`config.mk`:
```
export PLATFORM = sky130hd
export DESIGN_NAME = top_fetch
export DESIGN_NICKNAME = d
export VERILOG_FILES = /design/src/rtl/top_fetch.sv
export SDC_FILE = /design/constraint.sdc
export NUM_CORES = 1
export LEC_CHECK = 0
export BUFFER_PORTS_ARGS = -buffer_cell sky130_fd_sc_hd__buf_2
export CAP_MARGIN = 20
export CORE_MARGIN = 2
export CORE_UTILIZATION = 43
export DETAILED_ROUTE_END_ITERATION = 16
export PLACE_DENSITY_LB_ADDON = 0.25
export SYNTH_ARGS = -nofsm -noshare
export SYNTH_HDL_FRONTEND = slang
export SYNTH_SLANG_ARGS = --single-unit
```
`constraint.sdc`:
```
create_clock -name clk -period 22.6 [get_ports clk]
set_input_delay 3.39 -clock clk [delete_from_list [all_inputs] [get_ports clk]]
set_output_delay 3.39 -clock clk [all_outputs]
set_load 0.005 [all_outputs]
```
`src/rtl/top_fetch.sv`:
```
// Fetch stage: PC register, variable-latency instruction memory handshake
// and the IF/ID pipeline register. A redirect that arrives while a request is
// outstanding is remembered and the late response is dropped.
module top_fetch #(
    parameter int                    DATA_WIDTH = 32,
    parameter logic [DATA_WIDTH-1:0] RESET_PC   = '0
) (
    input  logic                  clk,
    input  logic                  rst,
    input  logic                  PCsrc_E,
    input  logic [DATA_WIDTH-1:0] PCTarget_E,
    input  logic                  stall,
    input  logic                  flush_D,
    output logic                  imem_req,
    output logic [DATA_WIDTH-1:0] imem_addr,
    input  logic                  imem_ready,
    input  logic [31:0]           imem_rdata,
    output logic [31:0]           instr_D,
    output logic [DATA_WIDTH-1:0] PC_D,
    output logic [DATA_WIDTH-1:0] PCPlus4_D,
    output logic                  valid_D
);

    localparam logic [31:0] NOP = 32'h0000_0013;

    typedef enum logic [1:0] {FETCH, DISCARD, HOLD} state_t;

    state_t                state, state_nx;
    logic [DATA_WIDTH-1:0] pc_f, pc_nx, pc_plus4, target;
    logic [DATA_WIDTH-1:0] old_addr, hold_pc;
    logic [31:0]           hold_instr;
    logic                  hold_cap, old_cap;
    logic                  ld;
    logic [31:0]           ld_instr;
    logic [DATA_WIDTH-1:0] ld_pc;

    assign target   = PCTarget_E & ~DATA_WIDTH'(3);
    assign pc_plus4 = pc_f + DATA_WIDTH'(4);

    // State register
    always_ff @(posedge clk or posedge rst) begin
        if (rst) state <= FETCH;
        else     state <= state_nx;
    end

    // Next state, next PC and buffer capture strobes; redirect beats stall
    always_comb begin
        state_nx = state;
        pc_nx    = pc_f;
        hold_cap = 1'b0;
        old_cap  = 1'b0;
        case (state)
            FETCH: begin
                if (imem_ready) begin
                    if (PCsrc_E) begin
                        pc_nx = target;
                    end else if (stall) begin
                        hold_cap = 1'b1;
                        state_nx = HOLD;
                    end else begin
                        pc_nx = pc_plus4;
                    end
                end else if (PCsrc_E) begin
                    old_cap  = 1'b1;
                    pc_nx    = target;
                    state_nx = DISCARD;
                end
            end
            DISCARD: begin
                if (PCsrc_E)    pc_nx    = target;
                if (imem_ready) state_nx = FETCH;
            end
            HOLD: begin
                if (PCsrc_E) begin
                    pc_nx    = target;
                    state_nx = FETCH;
                end else if (!stall) begin
                    pc_nx    = hold_pc + DATA_WIDTH'(4);
                    state_nx = FETCH;
                end
            end
            default: state_nx = FETCH;
        endcase
    end

    // Memory request outputs and IF/ID load selection
    always_comb begin
        imem_req  = !rst && (state != HOLD);
        imem_addr = (state == DISCARD) ? old_addr : pc_f;
        ld        = 1'b0;
        ld_instr  = imem_rdata;
        ld_pc     = pc_f;
        if (state == FETCH && imem_ready && !PCsrc_E && !stall) begin
            ld = 1'b1;
        end else if (state == HOLD && !PCsrc_E && !stall) begin
            ld       = 1'b1;
            ld_instr = hold_instr;
            ld_pc    = hold_pc;
        end
    end

    // PC, address latch and hold buffer
    always_ff @(posedge clk or posedge rst) begin
        if (rst) begin
            pc_f       <= RESET_PC;
            old_addr   <= '0;
            hold_pc    <= '0;
            hold_instr <= '0;
        end else begin
            pc_f <= pc_nx;
            if (old_cap) old_addr <= pc_f;
            if (hold_cap) begin
                hold_pc    <= pc_f;
                hold_instr <= imem_rdata;
            end
        end
    end

    // IF/ID register: flush > stall > load; an unloaded cycle leaves a bubble
    always_ff @(posedge clk or posedge rst) begin
        if (rst) begin
            instr_D   <= NOP;
            PC_D      <= '0;
            PCPlus4_D <= '0;
            valid_D   <= 1'b0;
        end else if (flush_D) begin
            instr_D <= NOP;
            valid_D <= 1'b0;
        end else if (!stall) begin
            if (ld) begin
                instr_D   <= ld_instr;
                PC_D      <= ld_pc;
                PCPlus4_D <= ld_pc + DATA_WIDTH'(4);
                valid_D   <= 1'b1;
            end else begin
                valid_D <= 1'b0;
            end
        end
    end

endmodule

```
Word level (Yosys, flattened, before mapping):

Index checks and enable logic that the tools add are counted.

* eq/ne operators: 10
* $add $sub $neg: 3
* bitwise operators: 2
* multiplexer cells: 35
* reduce and logical (&&, ||, !) cells: 16

Operators by type and width (count)
* 2-to-1 mux 32 bit: 14
* adder 32 x 3 -> 32 bit, second input constant: 3
* one-hot mux 32 bit (3 select lines): 1
* 2-to-1 mux 2 bit: 7
* 2-to-1 mux 1 bit: 12
* inequality test 3 bit, second input constant: 4
* logical AND 1 bit: 6
* one-hot mux 2 bit (3 select lines): 1
* AND reduction 3 bit: 2
* AND reduction 5 bit: 1
* inequality test 2 bit, second input constant: 2
* inequality test 4 bit, second input constant: 1
* zero test 1 bit: 3
* nonzero test 3 bit: 1
* == test 2 x 1 -> 1 bit, second input constant: 1
* == test 2 bit, second input constant: 1
* zero test 2 bit: 1
* inequality test 2 x 1 -> 1 bit, second input constant: 1
* inverter 1 bit: 2
* AND reduction 2 bit: 1
* nonzero test 2 bit: 1

* output and inout bits: 130
* bits of input ports: 70
* flip-flop bits (word level): 227
* word-level logic and storage cells: 75

Longest topological paths before layout:

* word-level depth: 8
* gate-level depth with buffers: 19
* depth with buffers taken out: 13

Worst setup path before layout:

Ideal clock, no wire load.

* path type: input port to output port
* from: in rst
* to: out imem_req
* required time: 19.210 ns
* setup slack: 15.725 ns
* cell stages on the path: 1
* arrival: 3.485 ns
* path buffers: 0
* cell sequence: nor2_1

* longest elaborated chain between the ends: 2

RTL lines
* start: declaration: line 9 `input logic rst,`
* zero test 1 bit (no source line)
* logical AND 1 bit: line 88 `imem_req = !rst && (state != HOLD);`
* end: declaration: line 14 `output logic imem_req,`

No other way between the ends.

Final worst setup path:

Same ends and word-level chain as after synthesis.

==> results summary <==
CTS placed an instance of clkbuf_16 at the clock tree root. In the layout the commonest cells are 239 x nand2_1, 222 x dfrtp_1, 197 x buf_2, 108 x mux2_2, 108 x o21ai_0. The worst slack on hold paths came out at 0.470 ns. The iteration-0 DRC count of the detailed router is 1185.

The number of clock sinks came out at approximately 230. TritonCTS built the clock tree. The total routing usage reported by global routing is 0.246. In this run the worst path has a maximum fanout of 2. The total design power came out at 0.00204 W. The clock latency on the worst-skew pair is approximately 0.56 ns. The final instance count without filler cells is about 1900. The number of failing hold endpoints at the final stage was 0. Across the routed clock network, the largest skew measured is ~0.037 ns. The post-synthesis cell count came out at ~1400.

STA classifies the critical path endpoint as a primary output. The total vias in the final route is 11204. The HPWL reported at the end of detailed placement came out at 26700 um. The count of different cell masters after synthesis came out at 79. The number of input and output port buffers inserted is a little under 200. The family with the most delay on the worst path is buffers and inverters. The maximum operating frequency is roughly 140 MHz.

The pre-antenna-repair detailed-routing pass consisted of 5 iterations. The detailed-route wire length is between 30000 and 40000 um. The number of buffers inserted to repair setup after CTS came out at 0. After floorplanning, the core was sized to cover slightly below 30000 um2. The maximum cell stage delay along the critical path came out at between 0.1 and 0.15 ns.

The initial core utilization came out at 0.437. Global routing finished with a remaining overflow of 0. The largest net degree at the start of global routing came out at 111. In this run the remaining antenna-violating nets after routing total 0.

The number of diodes is 0. Yosys printed 0 warnings. At the pin with the least slew margin, the transition time is 0.985 ns. The number of placement rows came out at 63. For this run, design rule violations remaining after detail routing come to 0. The most frequently used flop master after synthesis is dfrtp_1.

Pin placement for this block handled 200 I/O pins. The clock-pin slew on the worst setup and hold paths came out at 0.06 ns. The buffers plus inverters on the worst setup path is 2. The net count of the mapped netlist came out at 1465. The height of the chip came out at between 150 and 200 um. The number of buffers added by the clock tree synthesis step is 28.

Buffers inserted to repair hold after CTS numbered 0. The average cell area after synthesis is 9.33 um2. Measured against its own limit, the worst slew margin works out to 0.343. The most numerous cell type found on the critical path is buf_2.

The net count of the finished layout is 1573. The share of synthesized flip-flops with an asynchronous set or reset is 1.00. The share of the clock period used by the worst path after layout came out at 0.315. The worst setup path is launched from an input pin.

The area of combinational cells with multiple inputs came out at between 6000 and 7000 um2. The number of maximum-capacitance constraint violations is 0. The max-slew violation count was 0. Summed over all cells, the static leakage comes to roughly 6.5 nW. Setup violations remaining at the end of the flow were counted as 0. The total of fill cells in the finished design came out at 2874. The leading cell type in the layout, fill and taps excluded is nand2_1. CTS built an H-tree with a depth of 1. The signal on the critical path passes through buf_2 > nor2_1 > buf_2. The per-cell routed wire length is between 20 and 25 um.

After clock tree synthesis, the repair step resized 0 gates. The initial antenna violation count is 0. The ratio of routed vias to standard cells is 5.87.

The largest voltage drop on the vdd net is between 0.00007 and 0.00008 V. The number of placed cells counting well taps is 1856. The x dimension of the die is about 180 um. The die covers roughly 32000 um2. The buffer depth of the longest clock path came out at 3.

The critical path data arrival time is around 3.7 ns. At the end of the flow the core is filled with cells to 0.504. The number of global-route vias before repair is 10457. The power density of the placed cells is 136 nW/um2. The total of flip-flops plus latches after synthesis is 225. For the worst setup path, the data required time is 19.21 ns. The setup TNS is 0 ns. In this run the worst hold path is classified as reg -> reg. Yosys mapped a number of flops with a built-in enable equal to 0. The first global-routing pass estimated a little over 60000 um of wire. The sequential fraction of the synthesis area is 0.435. The routability congestion estimate came out at 0.932.

For this design, the slowest cell found on the critical path is buf_2. The netlist area before placement is 13000 um2. The area of all sequential standard cells is 5630 um2.

The run finished with clean final reports. From synthesis to final layout, the design area changed by 15.2%. After layout, the minimum clock period comes to 7.11 ns. Setup repair after global routing left no endpoint under its margin.

The share of post-route cells with drive strength above 1 is 0.265. The worst setup path is of the in -> out kind.
final cells by class:
cell class | count | share of cell area
sequential | 225 | 0.378
clock buffer | 42 | 0.0586
multi-input combinational | 1014 | 0.444
tap | 390 | 0.0327
clock inverter | 10 | 0.00880
timing repair buffer | 213 | 0.0741
inverter | 14 | 0.00402
path summary, 6_finish.rpt:
kind                                   start       endpoint  slack [ns]  cells past startpoint
min in group asynchronous                rst    old_addr[0]        2.90                      2
worst min register to register  PCPlus4_D[2]   PCPlus4_D[2]        0.47                      2
worst min-delay path            PCPlus4_D[2]   PCPlus4_D[2]        0.47                      2
worst max register to register      state[0]  PCPlus4_D[24]       18.01                     14
max in group asynchronous                rst  PCPlus4_D[21]       18.25                      3
worst max-delay path                     rst       imem_req       15.49                      3
tightest hold or removal path: cells and delay by family (launching register included):
family / cells / cell delay [ns]
flip-flops: 1 / 0.34
AND/OR/NAND/NOR: 2 / 0.10
synth_stat cells, types with 15 or more instances:
cell | instances | share of area
nand2_1 | 240 | 0.070
dfrtp_1 | 222 | 0.43
mux2_2 | 108 | 0.094
o21ai_0 | 108 | 0.042
clkbuf_1 | 86 | 0.025
nor2_1 | 71 | 0.021
a21oi_1 | 40 | 0.015
nand3_1 | 39 | 0.015
mux2i_1 | 34 | 0.026
a311oi_1 | 31 | 0.021
xor2_1 | 31 | 0.021
nand4_1 | 28 | 0.014
nor3_1 | 25 | 0.0097
buf_2 | 24 | 0.0093
xnor2_1 | 24 | 0.016
a31oi_1 | 18 | 0.0087
a211oi_1 | 15 | 0.0087
and3_1 | 15 | 0.0072
flip-flops by register name (all words and copies together) (netlist names):
register	count
old_addr	32
state	2
valid_D	1
hold_instr	32
hold_pc	32
PC_D	32
PCPlus4_D	30
pc_f	32
instr_D	32
kinds of logic (layout without fill, tap and decap cells):
group           count (synthesis)  after routing  share of synthesized area
flops                         225            225                      0.435
xor+xnor                       55             55                     0.0372
compound gates                317            317                      0.165
simple gates                  491            491                      0.178
buf+inv                       149            279                     0.0557
mux                           144            144                      0.122
fa+ha+maj                       7              7                    0.00676
power breakdown:
group	switching [W]	total, W	internal (W)	leakage (nW)
logic	0.000430	0.000769	0.000339	3.21
registers	0.000216	0.000790	0.000574	2.81
clock network	0.000177	0.000477	0.000300	0.499
through the flow:
step           setup WS (ns)  area, um2
5_1_grt                15.46      14900
3_5_place_dp           15.49      13900
3_3_place_gp           15.48      13900
4_1_cts                15.48      14900
2_1_floorplan          13.05      13000
6_report               15.49      14900
metal layers:
metal / GRT usage / vias up / wire (um)
met3: 0.0523 / 61 / 3630
met1: 0.388 / 5391 / 18500
met5: 0 / - / 0
li1: - / 5225 / -
met2: 0.339 / 527 / 16100
met4: 0.0550 / 0 / 765
Note: power is estimated with default switching activity, not from simulation.
